$ cat config.mk
export PLATFORM = sky130hd
export DESIGN_NAME = seq_mul_ctrl_flat
export DESIGN_NICKNAME = d
export VERILOG_FILES = /design/src/rtl/seq_mul_if.sv /design/src/rtl/seq_mul_ctrl.sv /design/src/flat_wrapper.sv
export SDC_FILE = /design/constraint.sdc
export NUM_CORES = 1
export LEC_CHECK = 0
export BUFFER_PORTS_ARGS = -buffer_cell sky130_fd_sc_hd__buf_4
export CORE_MARGIN = 4
export CORE_UTILIZATION = 47
export DETAILED_ROUTE_END_ITERATION = 8
export PLACE_DENSITY = 0.72
export SLEW_MARGIN = 20
export SYNTH_ARGS = -nofsm -noshare
export SYNTH_HDL_FRONTEND = slang
export SYNTH_SLANG_ARGS = --single-unit
export TNS_END_PERCENT = 50
$ cat constraint.sdc
create_clock -name clk -period 1.6 [get_ports clk]
set_input_delay 0.24 -clock clk [delete_from_list [all_inputs] [get_ports clk]]
set_output_delay 0.24 -clock clk [all_outputs]
set_load 0.05 [all_outputs]
$ cat src/rtl/seq_mul_if.sv
// Operand/result bundle between the operand source (master) and the
// sequential multiplier (slave).
interface seq_mul_if #(
  parameter int WIDTH = 8
);
  logic                 start;
  logic [WIDTH-1:0]     a;
  logic [WIDTH-1:0]     b;
  logic                 busy;
  logic                 done;
  logic [2*WIDTH-1:0]   product;

  modport master (
    output start, a, b,
    input  busy, done, product
  );

  modport slave (
    input  start, a, b,
    output busy, done, product
  );
endinterface

$ cat src/rtl/seq_mul_ctrl.sv
// Unsigned shift-and-add sequential multiplier with its own controller.
// One add-or-pass step plus a right shift of {C,A,Q} per clock; the
// product is registered and announced with a single-cycle done pulse.
module seq_mul_ctrl #(
  parameter int WIDTH = 8
) (
  input  logic      clk,
  input  logic      rst_n,
  seq_mul_if.slave  bus
);
  localparam int CW = $clog2(WIDTH) + 1;

  typedef enum logic [1:0] {
    IDLE = 2'd0,
    CALC = 2'd1,
    DONE = 2'd2
  } state_t;

  state_t               state_r;
  logic [WIDTH-1:0]     m_r;
  logic [WIDTH-1:0]     q_r;
  logic [WIDTH-1:0]     a_r;
  logic                 c_r;
  logic [CW-1:0]        cnt_r;
  logic [2*WIDTH-1:0]   product_r;
  logic                 busy_r;
  logic                 done_r;

  logic [WIDTH:0]       sum_s;
  logic [WIDTH-1:0]     next_a_s;
  logic [WIDTH-1:0]     next_q_s;

  // One iteration: add M when the current multiplier bit is set, then shift {C,A,Q} right.
  always_comb begin
    sum_s    = {c_r, a_r};
    if (q_r[0]) begin
      sum_s = {1'b0, a_r} + {1'b0, m_r};
    end else begin
      sum_s = {c_r, a_r};
    end
    next_a_s = sum_s[WIDTH:1];
    next_q_s = {sum_s[0], q_r[WIDTH-1:1]};
  end

  // Controller and datapath registers; busy/done are registered alongside the state.
  always_ff @(posedge clk or negedge rst_n) begin
    if (!rst_n) begin
      state_r   <= IDLE;
      m_r       <= '0;
      q_r       <= '0;
      a_r       <= '0;
      c_r       <= 1'b0;
      cnt_r     <= '0;
      product_r <= '0;
      busy_r    <= 1'b0;
      done_r    <= 1'b0;
    end else begin
      case (state_r)
        IDLE: begin
          if (bus.start) begin
            m_r     <= bus.a;
            q_r     <= bus.b;
            a_r     <= '0;
            c_r     <= 1'b0;
            cnt_r   <= CW'(WIDTH);
            state_r <= CALC;
            busy_r  <= 1'b1;
            done_r  <= 1'b0;
          end else begin
            state_r <= IDLE;
            busy_r  <= 1'b0;
            done_r  <= 1'b0;
          end
        end
        CALC: begin
          a_r   <= next_a_s;
          q_r   <= next_q_s;
          c_r   <= 1'b0;
          cnt_r <= cnt_r - CW'(1);
          if (cnt_r == CW'(1)) begin
            product_r <= {next_a_s, next_q_s};
            state_r   <= DONE;
            busy_r    <= 1'b0;
            done_r    <= 1'b1;
          end else begin
            state_r <= CALC;
            busy_r  <= 1'b1;
            done_r  <= 1'b0;
          end
        end
        DONE: begin
          state_r <= IDLE;
          busy_r  <= 1'b0;
          done_r  <= 1'b0;
        end
        default: begin
          state_r <= IDLE;
          busy_r  <= 1'b0;
          done_r  <= 1'b0;
        end
      endcase
    end
  end

  assign bus.busy    = busy_r;
  assign bus.done    = done_r;
  assign bus.product = product_r;
endmodule

$ cat src/flat_wrapper.sv
// flat-port wrapper written by rule: the top's interface ports become plain ports
module seq_mul_ctrl_flat 
#(
  parameter int WIDTH = 8
)
  (clk, rst_n, bus_start, bus_a, bus_b, bus_busy, bus_done, bus_product);
  seq_mul_if #(.WIDTH(WIDTH)) bus_i ();
  input  logic clk;
  input  logic rst_n;
  input wire logic [$bits(bus_i.start)-1:0] bus_start;
  input wire logic [$bits(bus_i.a)-1:0] bus_a;
  input wire logic [$bits(bus_i.b)-1:0] bus_b;
  output wire logic [$bits(bus_i.busy)-1:0] bus_busy;
  output wire logic [$bits(bus_i.done)-1:0] bus_done;
  output wire logic [$bits(bus_i.product)-1:0] bus_product;
  assign bus_i.start = bus_start;
  assign bus_i.a = bus_a;
  assign bus_i.b = bus_b;
  assign bus_busy = bus_i.busy;
  assign bus_done = bus_i.done;
  assign bus_product = bus_i.product;
  seq_mul_ctrl #(.WIDTH(WIDTH)) u_core (.clk(clk), .rst_n(rst_n), .bus(bus_i));
endmodule
Word level (Yosys, flattened, before mapping)
Index checks and enable logic that the tools add are counted.
{ "word_totals": {"in_bits": 19, "elab_cells": 36, "output_inout_bits": 18, "regBits": 49} }
{ "classes": {"mux": 17, "add_sub_neg": 2, "n_reduce_logical": 5, "eq_ne": 3} }
{ "ops": {"columns": ["cell", "count"], "rows": [
  ["$pmux W8 S2", 2],
  ["$mux W8", 2],
  ["$add A8 B8 Y9", 1],
  ["$mux W9", 1],
  ["$pmux W4 S2", 1],
  ["$mux W1", 6],
  ["$reduce_and A2 Y1", 3],
  ["$eq A4 B1 Y1 const B", 1],
  ["$mux W4", 1],
  ["$pmux W1 S2", 2],
  ["$pmux W2 S2", 1],
  ["$sub A4 B1 Y4 const B", 1],
  ["$eq A2 B1 Y1 const B", 1],
  ["$logic_not A2 Y1", 1],
  ["$mux W2", 1],
  ["$ne A2 B2 Y1 const B", 1],
  ["$reduce_bool A2 Y1", 1]
]} }

Longest topological paths before layout
{ "logic_depth": {"depth_word": 3, "depth_mapped": 8} }

Worst setup path after synthesis
No wires, ideal clock.
{ "synth_timing": {"path_type": "register to register", "startpoint": "reg u_core.a_r[0]", "endpoint": "reg u_core.product_r[15], in the netlist u_core.bus.product[15]", "synth_period_minus_slack_ns": 1.811, "n_path_buf": 0, "path_stages_with_launch": 9, "required_ns": 1.505, "t_arrival_ns": 1.715, "slack_ns": -0.211, "path_cell_list": "dfrtp_1 > ha_1 > inv_1 > fa_1 > nand2b_1 > a21oi_1 > o21ai_0 > nor3b_1 > o31ai_1"} }
{ "synth_between": {"elab_chain_cells": 2} }
{ "synth_rtl": {"columns": ["element", "line_no", "text"], "rows": [
  ["start: declaration", "seq_mul_ctrl.sv:22", "logic [WIDTH-1:0] a_r;"],
  ["start signal: assignment", "seq_mul_ctrl.sv:76", "a_r <= next_a_s;"],
  ["$add A8 B8 Y9", "seq_mul_ctrl.sv:37", "sum_s = {1'b0, a_r} + {1'b0, m_r};"],
  ["$mux W9", "seq_mul_ctrl.sv:36", "if (q_r[0]) begin"],
  ["end signal: assignment", "seq_mul_ctrl.sv:81", "product_r <= {next_a_s, next_q_s};"],
  ["end: declaration", "seq_mul_ctrl.sv:25", "logic [2*WIDTH-1:0] product_r;"]
]} }
No other way between the ends.
A chain may end at the register's enable or synchronous reset.

Worst setup path after layout
{ "layout_timing": {"startpoint": "reg u_core.m_r[0]", "endpoint": "reg u_core.product_r[15], in the netlist u_core.bus.product[15]"} }
{ "layout_between": {"elab_chain_cells": 2} }
{ "layout_rtl": {"columns": ["element", "line_no", "text"], "rows": [
  ["start: declaration", "seq_mul_ctrl.sv:20", "logic [WIDTH-1:0] m_r;"],
  ["start signal: assignment", "seq_mul_ctrl.sv:61", "m_r <= bus.a;"],
  ["$add A8 B8 Y9", "seq_mul_ctrl.sv:37", null],
  ["$mux W9", "seq_mul_ctrl.sv:36", null]
]} }
No other way between the ends.

==> results.yml <==
place:
  place_ws_ps: -227.5
  place_inst: 331
  place.gp.congestion: 0.8315
  hpwl_um: 3484
  port_buffers: 36
  dpl_cell_area_um2: 2764
route:
  vias_per_cell: 5.219
  firstDrtPassIters: 4
  antenna_left: 0
  first_iter_violations: 83
  vias: 1790
  routedWlPerCell_um: 13.59
  drc: 0
  routed_wl_um: 4661
sta:
  tns_ps: -1839
  clock_skew_ps: 7.702
  fmax_ghz: 0.5494
  worst_slack_ps: -220.2
  finalCritPeriodShare: 1.138
  finalHoldViolations: 0
  finalSetupViolCount: 12
  min_period_ps: 1820
  tightest_slew_ps: 558.6
  slew_headroom: 0.6276
  drv_slew: 0
  rsz0062_at_grt: "yes"
clocking:
  cts_inserted_buffers: 5
  htree_levels: 2
  cts_tree: "done"
  root_buffer: "clkbuf_8"
  cts.sinks: 46
  clockBufferDepth: 2
  worstSkewPairLatency_ps: 290
  clkTransAtPathRegs_ps: 90
logic_synthesis:
  yosys_warnings: 0
  ys_ff_latch: 46
  ys_async_sr_fraction: 1.000
  yosys_most_used_dff: "dfrtp_1"
  syn_inst: 229
  syn-cell-area_um2: 2253
  synth.avg_cell_area_um2: 9.840
  synth_cell_types: 34
  ys_seq_area_frac: 0.5108
  syn-num-nets: 259
  synth-edff-count: 0
global_routing:
  grt_first_pass_wirelength_um: 8314
  grt_max_degree: 47
  grt_use_met1: 0.2233
  grt_antenna_before_repair: 0
  met3_usage: 0.03864
  top_usage_layer: "met2"
  grt_pass1_vias: 1842
  overflow: 0
  met2_usage: 0.2971
  grt.total_usage: 0.1716
final_layout:
  final_nets: 320
  final_layout_size_suffix_gt1_frac: 0.3333
  stdcell_count: 343
  area_growth_pct: 32.15
  layout_commonest_cell: "buf_4"
  antennaDiodeCount: 0
  final_cell_mix: "61 x buf_4, 46 x dfrtp_1, 42 x nand2_1, 17 x o21ai_0, 13 x o21ai_1"
  fin_area_um2: 2978
critical_path:
  crit_required_ps: 1810
  crit_type: "flop to flop"
  cp-end-kind: "flop"
  cp_cell_sequence: "ha_4 > inv_2 > fa_2 > nand2b_4 > a21oi_4 > o21ai_2 > nor3b_4 > o31ai_2"
  cp_max_fo: 2
  slowest_delay_ps: 410
  slowest_stage: "dfrtp_1"
  critPathArrivalTime_ps: 2030
  cp-start-kind: "flop"
die:
  design.core.area_um2: 4504
  dieHeight_um: 77.24
  rows: 24
  die-area_um2: 5966
  die_w_um: 77.24
  ios: 37
  initial_core_util: 0.5003
run_status:
  violations: "setup timing"
  status: "complete, but fails checks"
power:
  clock_power_share: 0.109
  seqPwrFrac: 0.320
  cellLeakagePower_nw: 1.412
  p_per_area_nw_per_um2: 2230
  p_switching_mw: 2.928
  combinationalPowerShare: 0.571
  sw_frac_of_total: 0.4410
  intPower_mw: 3.713
  ir_worst_vdd_mv: 1.208
  finalPower_mw: 6.641
job:
  cap_violations: 0
hold_path:
  hp-class: "input port to flop"
-- power groups by stage --
| stage | Clock (mW) | Combinational [mW] | Sequential (mW) |
|---|---|---|---|
| 2_1_floorplan | 0 | 1.76 | 2.65 |
| 3_3_place_gp | 0 | 3.40 | 2.10 |
| 3_5_place_dp | 0 | 3.49 | 2.12 |
| 4_1_cts | 0.737 | 3.58 | 2.11 |
| 5_1_grt | 0.802 | 4.17 | 2.21 |
| 6_report | 0.725 | 3.79 | 2.12 |
-- worst paths after layout --
check                      cells after the start  slack, ps                endpoint             startpoint
min reg2reg                                    2        480   u_core.bus.product[3]  u_core.bus.product[3]
max                                            8       -220  u_core.bus.product[15]          u_core.m_r[0]
min                                            3        160           u_core.m_r[1]               bus_a[1]
min in group asynchronous                      2        480           u_core.m_r[2]                  rst_n
max in group asynchronous                      2        740  u_core.bus.product[13]                  rst_n
max reg2reg                                    8       -220  u_core.bus.product[15]          u_core.m_r[0]
-- cell usage after synthesis, drive strengths merged, types with 2 or more instances --
cell type  number  share of area
a21oi          13          0.029
ha             10          0.056
a22oi           6          0.020
nand2          42          0.070
o31ai           2         0.0067
mux2i           4          0.018
or3             2         0.0056
nor2b          10          0.028
inv             9          0.015
buf             7          0.016
a31oi           3         0.0083
clkbuf          3         0.0050
nor2            6          0.010
o21ai          32          0.071
mux2            8          0.040
nor3            3         0.0067
nand2b          4          0.011
a21o            2         0.0067
nor3b           2         0.0067
xnor2           2         0.0078
o211ai          2         0.0067
dfrtp          46           0.51
-- layer usage --
| metal | vias to the layer above | share of wire |
|---|---|---|
| met5 | - | 0 |
| met4 | 0 | 0.0047 |
| met3 | 2 | 0.035 |
| met2 | 28 | 0.50 |
| met1 | 845 | 0.45 |
| li1 | 915 | - |
-- final cells by class --
| cell class | instances | area (um^2) |
|---|---|---|
| Clock inverter | 3 | 23.77 |
| Timing Repair Buffer | 64 | 499.2 |
| Multi-Input combinational cell | 164 | 1136 |
| Inverter | 9 | 33.78 |
| Fill cell | 384 | 1526 |
| Tap cell | 52 | 65.06 |
| Clock buffer | 5 | 68.82 |
| Sequential cell | 46 | 1151 |
-- worst max-delay path: cells and delay by family (launching register included) --
kind	cells	cell delay (ps)
flops	1	410
simple gates	2	330
fa+ha+maj	2	500
compound gates	3	470
buf+inv	1	30
-- repair_timing --
action	4_1_cts	5_1_grt
pin swaps	5	11
endpoints found under the hold margin	46	0
gates cloned	0	0
hold buffers	1	0
gates resized for setup	7	20
endpoints found under the setup margin	14	24
setup buffers	2	1
-- cell families after synthesis --
group | after synthesis | share of synthesized area
buffers and inverters | 19 | 0.03553
multiplexers | 12 | 0.05775
adder cells (fa/ha/maj) | 11 | 0.06441
AO/OA/AOI/OAI | 66 | 0.1721
flip-flops | 46 | 0.5108
XOR/XNOR | 3 | 0.01166
AND/OR/NAND/NOR | 72 | 0.1477
-- registers in the layout, summed over array words and instances, names as in the netlist --
| name | cells |
|---|---|
| u_core.q_r | 8 |
| u_core.cnt_r | 4 |
| u_core.m_r | 8 |
| u_core.bus.product | 16 |
| u_core.state_r | 1 |
| u_core.a_r | 8 |
| u_core.bus.done | 1 |
-- through the flow --
stage	hold slack, ps	util
3_5_place_dp	280.7	0.6136
6_report	160.1	0.6611
3_3_place_gp	276.8	0.6136
2_1_floorplan	-55.59	-
5_1_grt	161.7	0.6611
4_1_cts	163.4	0.6442
(Power assumes the default switching activity.)
